==> src/rtl/pcr_pkg.sv <==
// Shared definitions for the PCR request master: default widths, default
// reply timeout, the FSM state encoding and the counter-width helper.
package pcr_pkg;

    localparam int PCR_ADDR_W  = 5;
    localparam int PCR_DATA_W  = 64;
    localparam int PCR_TIMEOUT = 255;

    typedef enum logic [1:0] {
        ST_IDLE = 2'd0,
        ST_REQ  = 2'd1,
        ST_WAIT = 2'd2,
        ST_RESP = 2'd3
    } pcr_state_e;

    // Width that holds every value 0..timeout.
    function automatic int ctr_width(input int timeout);
        return $clog2(timeout + 1);
    endfunction

endpackage

==> src/rtl/pcr_timeout_ctr.sv <==
// Reply-wait counter. Counts cycles spent waiting for a PCR reply and flags
// the last permitted cycle. It saturates there, so it never wraps.
module pcr_timeout_ctr
    import pcr_pkg::*;
#(
    parameter int TIMEOUT = PCR_TIMEOUT
) (
    input  logic clk,
    input  logic reset,
    input  logic clear,
    input  logic enable,
    output logic expired
);

    localparam int               CNT_W = ctr_width(TIMEOUT);
    localparam logic [CNT_W-1:0] LAST  = CNT_W'(TIMEOUT - 1);

    logic [CNT_W-1:0] r_count;

    assign expired = (r_count == LAST);

    // Cycle counter: cleared on entry to WAIT, holds once it reaches LAST.
    // NOTE: state registers use non-blocking assignments so every flop samples pre-edge values.
    always_ff @(posedge clk) begin
        if (reset || clear) begin
            r_count <= '0;
        end else if (enable && !expired) begin
            r_count <= r_count + 1'b1;
        end
    end

endmodule

==> src/rtl/pcr_req_master.sv <==
// PCR request master: takes one host command at a time, issues it to the PCR
// file, waits for the reply (or a timeout) and returns a response to the host.
module pcr_req_master
    import pcr_pkg::*;
#(
    parameter int ADDR_W  = PCR_ADDR_W,
    parameter int DATA_W  = PCR_DATA_W,
    parameter int TIMEOUT = PCR_TIMEOUT
) (
    input  logic              clk,
    input  logic              reset,
    input  logic              io_cmd_valid,
    output logic              io_cmd_ready,
    input  logic              io_cmd_bits_rw,
    input  logic [ADDR_W-1:0] io_cmd_bits_addr,
    input  logic [DATA_W-1:0] io_cmd_bits_data,
    output logic              io_pcr_req_valid,
    input  logic              io_pcr_req_ready,
    output logic              io_pcr_req_bits_rw,
    output logic [ADDR_W-1:0] io_pcr_req_bits_addr,
    output logic [DATA_W-1:0] io_pcr_req_bits_data,
    input  logic              io_pcr_rep_valid,
    input  logic [DATA_W-1:0] io_pcr_rep_bits,
    output logic              io_resp_valid,
    input  logic              io_resp_ready,
    output logic [DATA_W-1:0] io_resp_bits_data,
    output logic              io_resp_bits_err
);

    pcr_state_e        r_state;
    logic              r_cmd_ready;
    logic              r_req_valid;
    logic              r_resp_valid;
    logic              r_rw;
    logic [ADDR_W-1:0] r_addr;
    logic [DATA_W-1:0] r_wdata;
    logic [DATA_W-1:0] r_rdata;
    logic              r_err;

    logic              w_ctr_clear;
    logic              w_ctr_enable;
    logic              w_ctr_expired;

    // The wait count restarts on the request handshake and advances only
    // while waiting without a reply.
    assign w_ctr_clear  = (r_state == ST_REQ) && io_pcr_req_ready;
    assign w_ctr_enable = (r_state == ST_WAIT) && !io_pcr_rep_valid;

    pcr_timeout_ctr #(
        .TIMEOUT (TIMEOUT)
    ) u_timeout_ctr (
        .clk     (clk),
        .reset   (reset),
        .clear   (w_ctr_clear),
        .enable  (w_ctr_enable),
        .expired (w_ctr_expired)
    );

    // Transaction FSM with registered handshake outputs and captured payloads.
    always_ff @(posedge clk) begin
        if (reset) begin
            r_state      <= ST_IDLE;
            r_cmd_ready  <= 1'b1;
            r_req_valid  <= 1'b0;
            r_resp_valid <= 1'b0;
            r_rw         <= 1'b0;
            r_addr       <= '0;
            r_wdata      <= '0;
            r_rdata      <= '0;
            r_err        <= 1'b0;
        end else begin
            case (r_state)
                ST_IDLE: begin
                    if (io_cmd_valid) begin
                        r_rw        <= io_cmd_bits_rw;
                        r_addr      <= io_cmd_bits_addr;
                        r_wdata     <= io_cmd_bits_data;
                        r_cmd_ready <= 1'b0;
                        r_req_valid <= 1'b1;
                        r_state     <= ST_REQ;
                    end
                end
                ST_REQ: begin
                    if (io_pcr_req_ready) begin
                        r_req_valid <= 1'b0;
                        r_state     <= ST_WAIT;
                    end
                end
                ST_WAIT: begin
                    // A reply arriving on the timeout cycle still wins.
                    if (io_pcr_rep_valid) begin
                        r_rdata      <= io_pcr_rep_bits;
                        r_err        <= 1'b0;
                        r_resp_valid <= 1'b1;
                        r_state      <= ST_RESP;
                    end else if (w_ctr_expired) begin
                        r_rdata      <= '0;
                        r_err        <= 1'b1;
                        r_resp_valid <= 1'b1;
                        r_state      <= ST_RESP;
                    end
                end
                ST_RESP: begin
                    if (io_resp_ready) begin
                        r_resp_valid <= 1'b0;
                        r_cmd_ready  <= 1'b1;
                        r_state      <= ST_IDLE;
                    end
                end
                default: begin
                    r_state      <= ST_IDLE;
                    r_cmd_ready  <= 1'b1;
                    r_req_valid  <= 1'b0;
                    r_resp_valid <= 1'b0;
                end
            endcase
        end
    end

    assign io_cmd_ready         = r_cmd_ready;
    assign io_pcr_req_valid     = r_req_valid;
    assign io_pcr_req_bits_rw   = r_rw;
    assign io_pcr_req_bits_addr = r_addr;
    assign io_pcr_req_bits_data = r_wdata;
    assign io_resp_valid        = r_resp_valid;
    assign io_resp_bits_data    = r_rdata;
    assign io_resp_bits_err     = r_err;

endmodule

==> config.mk <==
export PLATFORM = sky130hd
export DESIGN_NAME = pcr_req_master
export DESIGN_NICKNAME = d
export VERILOG_FILES = /design/src/rtl/pcr_pkg.sv /design/src/rtl/pcr_timeout_ctr.sv /design/src/rtl/pcr_req_master.sv
export SDC_FILE = /design/constraint.sdc
export NUM_CORES = 1
export LEC_CHECK = 0
export BUFFER_PORTS_ARGS = -buffer_cell sky130_fd_sc_hd__buf_4
export CELL_PAD_IN_SITES_DETAIL_PLACEMENT = 0
export CELL_PAD_IN_SITES_GLOBAL_PLACEMENT = 1
export CORE_MARGIN = 2
export CORE_UTILIZATION = 25
export CTS_BUF_LIST = sky130_fd_sc_hd__clkbuf_16
export DETAILED_ROUTE_END_ITERATION = 8
export GPL_TIMING_DRIVEN = 0
export PLACE_DENSITY_LB_ADDON = 0.08
export SLEW_MARGIN = 0
export SYNTH_ARGS = -nofsm -noshare
export SYNTH_HDL_FRONTEND = slang
export SYNTH_SLANG_ARGS = --single-unit
==> constraint.sdc <==
create_clock -name clk -period 1.9 [get_ports clk]
set_input_delay 0.19 -clock clk [delete_from_list [all_inputs] [get_ports clk]]
set_output_delay 0.19 -clock clk [all_outputs]
set_load 0.03 [all_outputs]
==> flow_summary.ini <==
[final_layout]
fin_util_pct = 44.05
fillCellCount = 1994
multiInputGateArea_sq_um = 1967
area_growth_pct = 72.91
final_common_cell = buf_4
final_nets = 1049
final_cells = 1186
layout-drive-gt1-share_pct = 37.45
n_antenna_cell = 0
design_area_sq_um = 8914
seqCellArea_sq_um = 2963
final_cell_mix = buf_4 (276), dfxtp_1 (148), nand2_1 (146), a21oi_1 (79), dlygate4sd3_1 (75)

[sta]
clock.fmax_mhz = 551.7
whs_ns = 0.01971
slew_viol_final = 0
tightest_slew_ns = 0.6790
fin_ws_ns = 0.08751
skew_ns = 0.01224
relSlewSlack_pct = 54.74
rsz0062_at_grt = yes
fin_crit_ns = 1.812
finalSetupViolCount = 0
period_share_pct = 95.39
finalHoldViolations = 0
setup_tns_ns = 0

[cts]
htreeDepth = 4
clock_latency_ns = 0.42
cts_tree = yes
cts.sinks = 148
cts_made_buffers = 17
root_buffer = clkbuf_16
clk_pin_slew_ns = 0.07
clock_path_buffers = 2

[die]
core_area_sq_um = 20230
start_util_pct = 25.48
die-area_sq_um = 21780
die_h_um = 147.6
die_width_um = 147.6
rows = 52
pin_count = 278

[worst_setup_path]
critical_path.max_fanout = 10
regToRegSetupSlack_ns = 0.09
crit_type = register to register
worstSetupEndpointType = register
cp.arrival_ns = 2.16
required_ns = 2.24
cp-start-kind = register

[detailed_routing]
dr_wl_met2_um = 8450
avgRoutedWirePerCell_um = 15.15
avgViaCountPerCell = 4.375
route.met3.wl_um = 1893
vias = 5189
wl_met1_um = 7308
drt_iter0_drc = 175
routed_wirelength_um = 17970
drcViolationCount = 0
final_antenna_net_count = 0
first_pass_iters = 4
top_layer_used = met4

[power]
seqPwrFrac_pct = 36.1
ir_drop_v = 0.0005140
p_leak_nw = 4.016
p_switching_mw = 3.766
p_int_mw = 6.885
p_comb_share_pct = 32.6
power_mw = 10.65
p_per_area_nw_per_um2 = 1195
p_clk_share_pct = 31.3
swShare_pct = 35.36

[placement]
pre_cts_slack_ns = -0.09773
portBuffers = 276
place_area_sq_um = 7565
dp_hpwl_um = 12970
place.gp.congestion = 0.7683
dp.cells = 1080

[status]
status = finished, final reports clean

[yosys]
ys_warn_count = 0
synth_cells = 534
syn_area_sq_um = 5155
syn_nets = 680
synth-seq-cells = 148
syn_area_per_cell_sq_um = 9.653
seq_area_frac_synth_pct = 57.48
synth_cell_type_count = 38

[grt]
grt_pass1_vias = 5171
grt_usage_pct = 15.99
grt_pass1_wl_um = 27400
antenna_found_initial = 0
grt_max_degree = 17
grt.overflow.total = 0

[run]
cap_violations = 0

[hold_path]
hp-class = input port to register
==> power groups by stage <==
stage	Combinational, mW	Clock [mW]	Sequential [mW]
global placement	3.33	0	3.90
finish	3.47	3.33	3.85
CTS	3.50	3.44	3.85
floorplan	1.15	0	4.75
global route	3.75	3.57	3.91
detailed placement	3.36	0	3.91
==> logic make-up (layout without fill, tap and decap cells) <==
| group | count (synthesis) | after routing | synth area share (%) |
|---|---|---|---|
| xor gates and xnor gates | 5 | 5 | 0.8495 |
| buffers and inverters | 44 | 426 | 4.515 |
| and+or+nand+nor | 171 | 171 | 14.05 |
| AOI/OAI and AO/OA | 160 | 160 | 21.65 |
| adders and majority gates | 6 | 6 | 1.456 |
| DFF | 148 | 148 | 57.48 |
==> critical path, cell delays in order (launching register included) <==
cell	delay, ns
dfxtp_1	0.38
inv_1	0.08
ha_1	0.26
nand2_1	0.35
buf_1	0.41
nand2_1	0.11
a21oi_1	0.15
==> flip-flops by register name (all words and copies together) (netlist names) <==
name and cells:
io_resp_bits_data 64, io_resp_valid 1, io_resp_bits_err 1, io_pcr_req_bits_rw 1
r_state 2, io_cmd_ready 1, u_timeout_ctr.r_count 8, io_pcr_req_bits_addr 5
io_pcr_req_valid 1, io_pcr_req_bits_data 64
==> synthesized netlist by cell type, drive strengths merged <==
cell type / number / area [sq um]
xor2: 4 / 35.03
o31ai: 1 / 7.510
clkbuf: 24 / 90.09
nand3b: 1 / 7.510
a21o: 1 / 8.760
dfxtp: 148 / 2963
or4: 1 / 7.510
o21ai: 2 / 21.27
nand3: 3 / 27.53
and2b: 1 / 10.01
o21a: 1 / 7.510
a22o: 64 / 560.5
and2: 1 / 6.260
o221a: 1 / 11.26
inv: 6 / 22.52
a21oi: 80 / 411.7
a2111oi: 1 / 8.760
or2b: 1 / 8.760
a211oi: 3 / 22.52
o211ai: 4 / 30.03
and4b: 1 / 10.01
nand4: 1 / 21.27
ha: 6 / 75.07
o21bai: 2 / 26.28
nand2: 146 / 548.0
and3: 3 / 20.02
nand2b: 1 / 6.260
nor2: 9 / 33.78
and3b: 1 / 10.01
or3: 1 / 7.510
buf: 14 / 120.1
xnor2: 1 / 8.760
==> area by class of cell <==
cell class | instances | share of cell area [%]
Timing Repair Buffer | 351 | 31.67
Sequential cell | 148 | 33.24
Multi-Input combinational cell | 342 | 22.07
Clock buffer | 17 | 4.773
Tap cell | 270 | 3.790
Buffer | 37 | 2.456
Inverter | 6 | 0.2527
Clock inverter | 15 | 1.755
==> per-layer routing <==
layer  track usage, %  vias up
li1                 -     2581
met1            17.80     2367
met2            27.35      222
met3            6.790       19
met4            5.673        0
met5                0        -
==> what timing repair did <==
item                                    in CTS  in global routing
pin swaps                                    0                  1
resized for setup                            3                 19
endpoints found under the setup margin     130                 87
hold endpoints to repair                    75                  0
buffers inserted                             0                  0
hold buffers                                75                  0
==> final timing paths <==
kind / from / to / cells past startpoint
setup reg to reg: r_state[0] / io_pcr_req_bits_data[0] / 6
hold reg to reg: io_pcr_req_bits_data[56] / io_pcr_req_bits_data[56] / 2
setup / recovery: r_state[0] / io_pcr_req_bits_data[0] / 6
hold / removal: io_cmd_bits_data[52] / io_pcr_req_bits_data[52] / 3
Note: power is estimated with default switching activity, not from simulation.
